==> src/rtl/decode_stage.sv <==
// decode_stage: LC-3 pipeline decode stage.
// Captures the fetched instruction and its next-PC when enable_decode is high.
// Decodes the incoming opcode into execute, writeback and memory control words.
// Every output is registered, so no input reaches an output combinationally.
// When enable_decode is low (or unknown) all state holds, which is a stall.
module decode_stage #(
  parameter int              WIDTH     = 16,
  parameter logic [WIDTH-1:0] RESET_VAL = '0
) (
  input  logic             clock,
  input  logic             reset,
  input  logic             enable_decode,
  input  logic [WIDTH-1:0] npc_in,
  input  logic [WIDTH-1:0] instr_dout,
  output logic [WIDTH-1:0] IR,
  output logic [WIDTH-1:0] npc_out,
  output logic [5:0]       E_Control,
  output logic [1:0]       W_Control,
  output logic             Mem_Control
);

  // LC-3 opcodes that this stage decodes
  typedef enum logic [3:0] {
    OP_BR  = 4'b0000,
    OP_ADD = 4'b0001,
    OP_LD  = 4'b0010,
    OP_ST  = 4'b0011,
    OP_AND = 4'b0101,
    OP_LDR = 4'b0110,
    OP_STR = 4'b0111,
    OP_NOT = 4'b1001,
    OP_LDI = 4'b1010,
    OP_STI = 4'b1011,
    OP_JMP = 4'b1100,
    OP_LEA = 4'b1110
  } opcode_e;

  // Writeback source selections
  localparam logic [1:0] WB_ALU = 2'b00;
  localparam logic [1:0] WB_MEM = 2'b01;
  localparam logic [1:0] WB_PC  = 2'b10;

  // pcselect1 offset selections
  localparam logic [1:0] PC1_OFF9 = 2'b01;
  localparam logic [1:0] PC1_OFF6 = 2'b10;
  localparam logic [1:0] PC1_ZERO = 2'b11;

  logic [3:0] opcode;
  logic       imm_mode;
  logic [1:0] alu_control;
  logic [1:0] pcselect1;
  logic       pcselect2;
  logic       op2select;
  logic [5:0] e_next;
  logic [1:0] w_next;
  logic       mem_next;

  assign opcode   = instr_dout[15:12];
  assign imm_mode = instr_dout[5];

  // Decode the incoming instruction word into the next control words
  always_comb begin
    alu_control = 2'b00;
    pcselect1   = 2'b00;
    pcselect2   = 1'b0;
    op2select   = 1'b0;
    w_next      = WB_ALU;
    mem_next    = 1'b0;
    case (opcode)
      OP_ADD: begin
        alu_control = 2'b00;
        op2select   = ~imm_mode;
      end
      OP_AND: begin
        alu_control = 2'b01;
        op2select   = ~imm_mode;
      end
      OP_NOT: begin
        alu_control = 2'b10;
      end
      OP_BR, OP_ST: begin
        pcselect1 = PC1_OFF9;
        pcselect2 = 1'b1;
      end
      OP_JMP: begin
        pcselect1 = PC1_ZERO;
      end
      OP_LD: begin
        pcselect1 = PC1_OFF9;
        pcselect2 = 1'b1;
        w_next    = WB_MEM;
      end
      OP_LDR: begin
        pcselect1 = PC1_OFF6;
        w_next    = WB_MEM;
      end
      OP_STR: begin
        pcselect1 = PC1_OFF6;
      end
      OP_LDI: begin
        pcselect1 = PC1_OFF9;
        pcselect2 = 1'b1;
        w_next    = WB_MEM;
        mem_next  = 1'b1;
      end
      OP_STI: begin
        pcselect1 = PC1_OFF9;
        pcselect2 = 1'b1;
        mem_next  = 1'b1;
      end
      OP_LEA: begin
        pcselect1 = PC1_OFF9;
        pcselect2 = 1'b1;
        w_next    = WB_PC;
      end
      default: begin
        alu_control = 2'b00;
      end
    endcase
    e_next = {alu_control, pcselect1, pcselect2, op2select};
  end

  // Register the instruction, next-PC and control words on an enabled edge
  always_ff @(posedge clock or posedge reset) begin
    if (reset) begin
      IR          <= RESET_VAL;
      npc_out     <= RESET_VAL;
      E_Control   <= 6'b000000;
      W_Control   <= 2'b00;
      Mem_Control <= 1'b0;
    end else if (enable_decode) begin
      IR          <= instr_dout;
      npc_out     <= npc_in;
      E_Control   <= e_next;
      W_Control   <= w_next;
      Mem_Control <= mem_next;
    end
  end

endmodule

==> config.mk <==
export PLATFORM = sky130hd
export DESIGN_NAME = decode_stage
export DESIGN_NICKNAME = d
export VERILOG_FILES = /design/src/rtl/decode_stage.sv
export SDC_FILE = /design/constraint.sdc
export NUM_CORES = 1
export LEC_CHECK = 0
export CAP_MARGIN = 20
export CORE_MARGIN = 5
export CORE_UTILIZATION = 43
export DETAILED_ROUTE_END_ITERATION = 7
export PLACE_DENSITY = 0.84
export SKIP_LAST_GASP = 1
export SLEW_MARGIN = 30
export SYNTH_ARGS = -nofsm -noshare
export SYNTH_HDL_FRONTEND = slang
export SYNTH_SLANG_ARGS = --single-unit
export TNS_END_PERCENT = 1
==> constraint.sdc <==
create_clock -name clock -period 3.1 [get_ports clock]
set_input_delay 0.62 -clock clock [delete_from_list [all_inputs] [get_ports clock]]
set_output_delay 0.62 -clock clock [all_outputs]
set_load 0.01 [all_outputs]
Yosys cells after proc, flatten, opt, wreduce, memory -nomap -nowiden:

Cells that the tools add are included.

* bits in registers: 41
* output and inout bits: 41
* word-level logic and storage cells: 29

* eq/ne operators: 11
* mux-type cells: 6
* bitwise gates (word level): 1
* reduce and logical (&&, ||, !) cells: 6

Operator list (count)
* == test 4 bit, second input constant: 5
* == test 4 x 3 -> 1 bit, second input constant: 3
* == test 4 x 2 -> 1 bit, second input constant: 2
* one-hot mux 2 bit (2 select lines): 2
* one-hot mux 2 bit (3 select lines): 1
* OR reduction 2 bit: 3
* OR reduction 6 bit: 1
* == test 4 x 1 -> 1 bit, second input constant: 1
* logical NOT 4 bit: 1
* 2-to-1 mux 1 bit: 3
* OR reduction 3 bit: 1
* inverter 1 bit: 1

Longest topological paths before layout:

Gate-level depths: netlist of run 1.

* word-level depth: 3
* gate-level depth with buffers: 4

Worst setup path after synthesis of run 1:

No wires, ideal clock.

* kind: input to register
* from: in enable_decode
* to: reg IR[12]
* arrival time: 1.298 ns
* slack: 1.677 ns
* cell stages on the path: 3
* path through: buf_2 > buf_4 > mux2_2

RTL lines
* from (decl): RTL line 12 `input logic enable_decode,`
* to (signal assigned): RTL line 132 `IR <= instr_dout;`
* to (decl): RTL line 15 `output logic [WIDTH-1:0] IR,`

No word-level cell between the ends.

Worst setup path in the final report of run 1:

* from: reg E_Control[2]
* to: out E_Control[2]

RTL lines
* from (decl): RTL line 17 `output logic [5:0] E_Control,`
* from (signal assigned): RTL line 134 `E_Control <= e_next;`

No word-level cell between the ends.

==> results of run 1 <==
[worst paths after layout]
kind,start,endpoint,cells after the start
worst max-delay path,E_Control[2]$_DFFE_PP0P_,E_Control[2],1
worst min register to register,E_Control[1]$_DFFE_PP0P_,E_Control[1]$_DFFE_PP0P_,1
worst max register to register,IR[4]$_DFFE_PP0P_,IR[4]$_DFFE_PP0P_,1
min in group asynchronous,reset,npc_out[1]$_DFFE_PP0P_,3
max in group asynchronous,reset,npc_out[13]$_DFFE_PP0P_,3
worst min-delay path,E_Control[1]$_DFFE_PP0P_,E_Control[1]$_DFFE_PP0P_,1
[flip-flops by register name, indices dropped and copies added, names as in the netlist]
signal,cells
IR,16
npc_out,16
E_Control,6
W_Control,2
Mem_Control,1
[metal layers]
layer,up-vias,part of all wire (%),track usage (%)
met1,542,38,16.9
met3,8,8.8,6.17
met4,0,2.6,7.72
met2,48,50,25.7
met5,-,0,0
li1,544,-,-
[synth_stat cells]
library cell / instances
or3b_1: 1
inv_1: 9
dfrtp_1: 41
nand3_1: 1
buf_4: 1
and2b_1: 1
o21ai_0: 5
buf_2: 4
mux2_1: 1
o21a_1: 2
mux2i_1: 1
nand2_1: 3
nand2b_1: 1
nor2_1: 2
o22ai_1: 3
nand4b_1: 1
o311ai_1: 2
nor2b_1: 3
nand4_1: 1
mux2_2: 30
buf_6: 1
[cell type report]
class / instances / area share, %
Tap cell: 48 / 2.41
Timing Repair Buffer: 76 / 30.3
Sequential cell: 41 / 41.2
Clock buffer: 7 / 3.87
Clock inverter: 1 / 0.201
Inverter: 9 / 1.36
Multi-Input combinational cell: 58 / 20.7
[through the flow]
stage                     std cells  utilization, %  setup slack, ns
after detailed placement        232            65.2             1.19
after global routing            240            68.0             1.21
after floorplan                 114               -             1.53
after CTS                       240            68.0             1.25
final                           240            68.0             1.27
after global placement          232            65.2             1.23
[cell usage in the layout, fill, tap and decap left out]
| cell | n |
|---|---|
| mux2_2 | 30 |
| mux2_1 | 1 |
| nand4b_1 | 1 |
| nor2_1 | 2 |
| o311ai_1 | 2 |
| clkdlybuf4s50_1 | 74 |
| o22ai_1 | 3 |
| nor2b_1 | 3 |
| nand2_1 | 3 |
| clkbuf_8 | 7 |
| dfrtp_1 | 41 |
| buf_2 | 1 |
| o21ai_0 | 5 |
| mux2i_1 | 1 |
| or3b_1 | 1 |
| o21a_1 | 2 |
| buf_4 | 1 |
| nand2b_1 | 1 |
| and2b_1 | 1 |
| clkinv_2 | 1 |
| nand3_1 | 1 |
| nand4_1 | 1 |
| inv_1 | 9 |
[logic make-up (layout without fill, tap and decap cells)]
| family | count (synthesis) | after routing |
|---|---|---|
| and+or+nand+nor | 14 | 14 |
| muxes | 32 | 32 |
| DFF | 41 | 41 |
| AOI/OAI and AO/OA | 12 | 12 |
| buffers and inverters | 15 | 93 |
[power by group]
group | switching [µW] | total, µW | internal, µW | leakage (µW)
combinational | 93.8 | 256 | 162 | 0.000494
clock | 170 | 371 | 201 | 0.0000542
sequential | 25.8 | 610 | 584 | 0.000492
total | 289 | 1240 | 947 | 0.00104
==> impl_metrics.toml, run 1 <==
[die]
die_y_um = 71.3
die_x_um = 71.3
io_pins = 76
dieArea_mm2 = 0.00508
start_util_pct = 44.1
core_area_mm2 = 0.00366
rows = 22

[clock_tree]
insertion_delay_ns = 0.29
cts_tree = "built"
cts_buffer_depth = 2
clock-sinks = 41
ctsResizeCount = 0
holdBufCountCts = 0
post_cts_buffers = 0
cts_root_buf = "clkbuf_8"
htree_num_levels = 2
clk_pin_slew_ns = 0.07
cts_buffers = 5

[cells_and_area]
nFillCells = 265
insertedDiodeCount = 0
nets = 226
drive_gt1_share_pct = 20.8
regArea_mm2 = 0.00103
multiInputGateArea_um2 = 515
area_growth_pct = 54.3
final_area_mm2 = 0.00249

[logic_synthesis]
synthMuxAreaShare_pct = 22.2
syn-mean-instance-area_um2 = 14.2
ys_ff_latch = 41
yosys_warnings = 0
yosys.area_share.simple_pct = 4.96
synth_compound_area_share_pct = 4.73
synth_area_leaders = "dfrtp_1 (64%), mux2_2 (21%), inv_1 (2.1%)"
syn_nets = 149
synthCells = 114
ys_seq_area_share_pct = 63.6
synth_top_family_by_area = "multiplexers"
yosysTopAreaCellShare_pct = 63.6
synth_area_mm2 = 0.00161
synthAdderAreaFrac_pct = 0
synth_largest_area_cell = "dfrtp_1"
ys_types = 21
synth_xor_area_share_pct = 0

[sta]
slew_violations = 0
setup_tns_ns = 0
fin_crit_sh_pct = 59.1
slew_headroom_pct = 37.6
rsz0062_at_grt = "no"
tightest_slew_ns = 0.936
min_period_ns = 1.83
hold_viol = 0
max_freq_ghz = 0.546
fin_skew_ns = 0
timing.hold.ws_ns = 0.481
finalSetupViolations = 0

[routing]
vias = 1142
finalWirelength_um = 3670
drt_iter0_drc = 43
drt_first_pass_iters = 3
avgRoutedWirePerCell_um = 15.3
viasPerCell = 4.76
drtAntennaViolNets = 0
route.detailed.drc = 0

[setup_path]
ff2ff_setup_slack_ns = 2.33
crit_fanout = 2
cp-start-kind = "register"
cp_slowest_cell = "clkdlybuf4s50_1"
end_kind = "output port"
cp_num_buf_inv = 1
critPathTopFamily = "buffers and inverters"
slowest_delay_ns = 0.55
critPathKind = "register to output port"
arrival_ns = 1.21
path_cells = "clkdlybuf4s50_1"
worstPathRequired_ns = 2.48

[placement]
numPortBuffers = 75
postPlaceCellArea_mm2 = 0.00239
dp_hpwl_um = 2770
gp_congestion = 0.766

[flow_run]
cap_violations = 0

[power_and_ir_drop]
powerDensity_mw_per_mm2 = 497
p_leak_uw = 0.00104
p_total_uw = 1240
peakVddDrop_uv = 255

[global_route]
grt_max_degree = 49
overflow = 0
grt_usage_pct = 15.4
antenna_found_initial = 0
grt_pass1_vias = 1189
grt_pass1_wl_um = 5950

[status]
outcome = "finished clean"

[hold_path]
hold_class = "register to register"
No activity file was read; power rests on OpenSTA's default activity.
==> run 2: changes to the inputs <==
- CORE_UTILIZATION: 43 -> 40
- PLACE_DENSITY: 0.84 -> 0.78
- clock period: 3.1 -> 1.81 ns (I/O delays scaled with it)
==> impl_metrics.toml, run 2 (synthesized netlist as in run 1, its figures left out) <==
[cells_and_area]
area_growth_pct = 55.2
layout_commonest_cell = "clkdlybuf4s50_1"
nets = 228
layout_common_cells = "clkdlybuf4s50_1 (74), dfrtp_1 (41), mux2_2 (30)"
insertedDiodeCount = 0
drive_gt1_share_pct = 20.8
top_regs = "IR: 16 flops, npc_out: 16 flops, E_Control: 6 flops"

[global_route]
grt_pass1_vias = 1231
grt_usage_pct = 14.5
grt_pass1_wl_um = 5840
overflow = 0
antenna_found_initial = 0
grt_max_degree = 49

[setup_path]
arrival_ns = 1.20
slowest_delay_ns = 0.56
path_cells = "clkdlybuf4s50_1"
cp_num_buf_inv = 1
critPathKind = "register to output port"
rr_startpoint = "IR[9]$_DFFE_PP0P_"
cp-start-kind = "register"
cp-startpoint = "E_Control[0]$_DFFE_PP0P_"
end_kind = "output port"
cp_slowest_cell = "clkdlybuf4s50_1"
critPathTopFamily = "buffers and inverters"
worstPathRequired_ns = 1.45
crit_fanout = 2

[sta]
fin_crit_sh_pct = 86.2
rsz0062_at_grt = "no"
min_period_ns = 1.56
hold_viol = 0
slew_headroom_pct = 80.7
tightest_slew_ns = 0.288
max_freq_ghz = 0.641
setup_tns_ns = 0
fin_ws_ns = 0.249
slew_violations = 0
fin_skew_ns = 0
finalSetupViolations = 0

[hold_path]
hold_class = "input pin to async pin"

[clock_tree]
post_cts_buffers = 0
cts_tree = "built"
holdBufCountCts = 0
insertion_delay_ns = 0.28
cts_buffer_depth = 2
clk_pin_slew_ns = 0.07
clock-sinks = 41
htree_num_levels = 2
cts_buffers = 5
cts_root_buf = "clkbuf_8"
ctsResizeCount = 0

[power_and_ir_drop]
peakVddDrop_uv = 563
p_leak_uw = 0.00105
powerDensity_mw_per_mm2 = 805

[die]
die_y_um = 73.5
core_area_mm2 = 0.00394
dieArea_mm2 = 0.00541
rows = 23
io_pins = 76
start_util_pct = 40.9
die_x_um = 73.5

[routing]
drt_iter0_drc = 22
viasPerCell = 4.71
route.detailed.drc = 0
finalWirelength_um = 3790
drt_first_pass_iters = 4
drtAntennaViolNets = 0
vias = 1140
avgRoutedWirePerCell_um = 15.7

[placement]
dp_hpwl_um = 2940
gp_congestion = 0.769
numPortBuffers = 75
pre_cts_ws_ns = 0.177

[flow_run]
cap_violations = 0

[status]
outcome = "finished clean"
[run 2: routing by layer]
metal	global-route usage, %	vias up	routed length [µm]
li1	-	546	-
met2	24.9	45	2020
met5	0	-	0
met3	5.06	6	283
met4	6.24	0	80
met1	16.1	543	1410
[run 2: worst paths after layout]
| path | to | slack [ns] | cells after the start |
|---|---|---|---|
| setup reg to reg | IR[9]$_DFFE_PP0P_ | 1.04 | 1 |
| hold reg to reg | npc_out[15]$_DFFE_PP0P_ | 0.49 | 1 |
| hold / removal | IR[11]$_DFFE_PP0P_ | 0.45 | 3 |
| min in group clock | npc_out[15]$_DFFE_PP0P_ | 0.49 | 1 |
| setup / recovery | E_Control[0] | 0.25 | 1 |
| max in group asynchronous | E_Control[4]$_DFFE_PP0P_ | 1.15 | 3 |
[run 2: where the power goes]
part | internal, µW | switching (µW) | leakage [µW]
logic | 287 | 165 | 0.000513
registers | 1000 | 42.3 | 0.000492
clock network | 253 | 269 | 0.0000399
total | 1540 | 476 | 0.00105
[run 2: cell type report]
class                           instances  area, µm²
Timing Repair Buffer                   78        793
Sequential cell                        41       1030
Clock buffer                            5       68.8
Inverter                                9       33.8
Clock inverter                          1       5.00
Multi-Input combinational cell         58        515
Fill cell                             294       1440
Tap cell                               50       62.6
[run 2: through the flow]
step,utilization (%),total power [µW],std cells,hold slack (ns),area (µm²)
after floorplan,-,1230,114,0.497,1610
after global placement,61.7,1500,236,0.470,2430
after detailed placement,61.7,1520,236,0.477,2430
after CTS,63.5,2050,242,0.453,2500
after global routing,63.5,2120,242,0.462,2500
final,63.5,2020,242,0.451,2500
==> run 3: changes to the inputs <==
- CORE_UTILIZATION: 40 -> 35
- CTS_CLUSTER_SIZE: unset -> 30
- PLACE_DENSITY: 0.78 -> 0.7
==> impl_metrics.toml, run 3 (synthesized netlist as in run 1, its figures left out) <==
[status]
outcome = "finished clean"

[die]
rows = 24
die_y_um = 77.9
die_x_um = 77.9
dieArea_mm2 = 0.00607
core_area_mm2 = 0.00441
start_util_pct = 36.6
io_pins = 76

[global_route]
grt_pass1_vias = 1305
grt_max_degree = 42
grt_usage_pct = 13.1
grt_pass1_wl_um = 6310
overflow = 0
antenna_found_initial = 0

[clock_tree]
post_cts_buffers = 0
holdBufCountCts = 0
cts_buffer_depth = 2
ctsResizeCount = 0
clock-sinks = 41
clk_pin_slew_ns = 0.08
htree_num_levels = 2
cts_root_buf = "clkbuf_8"
insertion_delay_ns = 0.28
cts_tree = "built"
cts_buffers = 5

[flow_run]
cap_violations = 0

[sta]
hold_viol = 0
tightest_slew_ns = 0.507
slew_headroom_pct = 66.2
fin_skew_ns = 0
setup_tns_ns = 0
fin_crit_sh_pct = 86.2
finalSetupViolations = 0
slew_violations = 0
rsz0062_at_grt = "no"
min_period_ns = 1.56
max_freq_ghz = 0.641

[setup_path]
path_cells = "clkdlybuf4s50_1"
crit_end = "E_Control[5]"
slowest_delay_ns = 0.54
end_kind = "output port"
arrival_ns = 1.20
crit_fanout = 2
r2r_cells = 1
rr_startpoint = "npc_out[15]$_DFFE_PP0P_"
reg2reg_to = "npc_out[15]$_DFFE_PP0P_"
cp_num_buf_inv = 1
cp-startpoint = "E_Control[5]$_DFFE_PP0P_"
critPathTopFamily = "buffers and inverters"
cp-start-kind = "register"
ff2ff_setup_slack_ns = 1.03
critical_path_depth = 1
worstPathRequired_ns = 1.45
cp_slowest_cell = "clkdlybuf4s50_1"
critPathKind = "register to output port"

[placement]
gp_congestion = 0.827
dp_hpwl_um = 2980
numPortBuffers = 75

[cells_and_area]
drive_gt1_share_pct = 21.1
layout_commonest_cell = "clkdlybuf4s50_1"
nets = 228
insertedDiodeCount = 0
nFillCells = 364
layout_common_cells = "clkdlybuf4s50_1 (74), dfrtp_1 (41), mux2_2 (30)"
top_regs = "IR: 16 flops, npc_out: 16 flops, E_Control: 6 flops"
area_growth_pct = 54.3

[routing]
avgRoutedWirePerCell_um = 15.5
vias = 1132
route.detailed.drc = 0
drtAntennaViolNets = 0
drt_first_pass_iters = 4
viasPerCell = 4.60
drt_iter0_drc = 47
finalWirelength_um = 3810

[hold_path]
hold_class = "register to register"

[power_and_ir_drop]
peakVddDrop_uv = 628
powerDensity_mw_per_mm2 = 820
p_total_uw = 2040
p_leak_uw = 0.00104
## run 3: area by class of cell
class	count	area [µm²]	area share [%]
clock buffer	6	72.6	2.91
multi-input combinational	58	515	20.7
sequential	41	1030	41.2
clock inverter	2	10.0	0.402
tap	52	65.1	2.61
inverter	9	33.8	1.36
timing repair buffer	78	768	30.8
## run 3: power by group
part | switching, µW | internal [µW] | total (µW) | leakage [µW]
clock network | 290 | 267 | 557 | 0.0000450
registers | 42.7 | 1000 | 1040 | 0.000492
logic | 162 | 280 | 443 | 0.000504
total | 495 | 1550 | 2040 | 0.00104
## run 3: per-stage QoR
stage                     setup WS (ns)  instances  cell area, µm²  util (%)  hold WS, ns
after floorplan                   0.502        114            1610         -        0.497
after global placement            0.197        238            2410      54.6        0.469
after detailed placement          0.148        238            2410      54.6        0.472
after CTS                         0.223        246            2490      56.4        0.489
after global routing              0.194        246            2490      56.4        0.520
final                             0.250        246            2490      56.4        0.488
## run 3: worst min-delay path by stage
stage                                    end                     start  slack (ns)  depth (start not counted)
global placement     npc_out[15]$_DFFE_PP0P_   npc_out[15]$_DFFE_PP0P_        0.47                          1
CTS                 E_Control[2]$_DFFE_PP0P_  E_Control[2]$_DFFE_PP0P_        0.49                          1
floorplan            npc_out[15]$_DFFE_PP0P_                npc_in[15]        0.50                          1
detailed placement  E_Control[2]$_DFFE_PP0P_  E_Control[2]$_DFFE_PP0P_        0.47                          1
global route        E_Control[2]$_DFFE_PP0P_  E_Control[2]$_DFFE_PP0P_        0.52                          1
finish              E_Control[2]$_DFFE_PP0P_  E_Control[2]$_DFFE_PP0P_        0.49                          1
## run 3: per-layer routing
metal	routed length (µm)	part of all wire, %	up-vias	GRT usage [%]
met5	0	0	-	0
met4	84	2.2	0	7.43
met3	232	6.1	7	3.70
met2	2070	54	35	22.5
met1	1420	37	544	14.4
li1	-	-	546	-
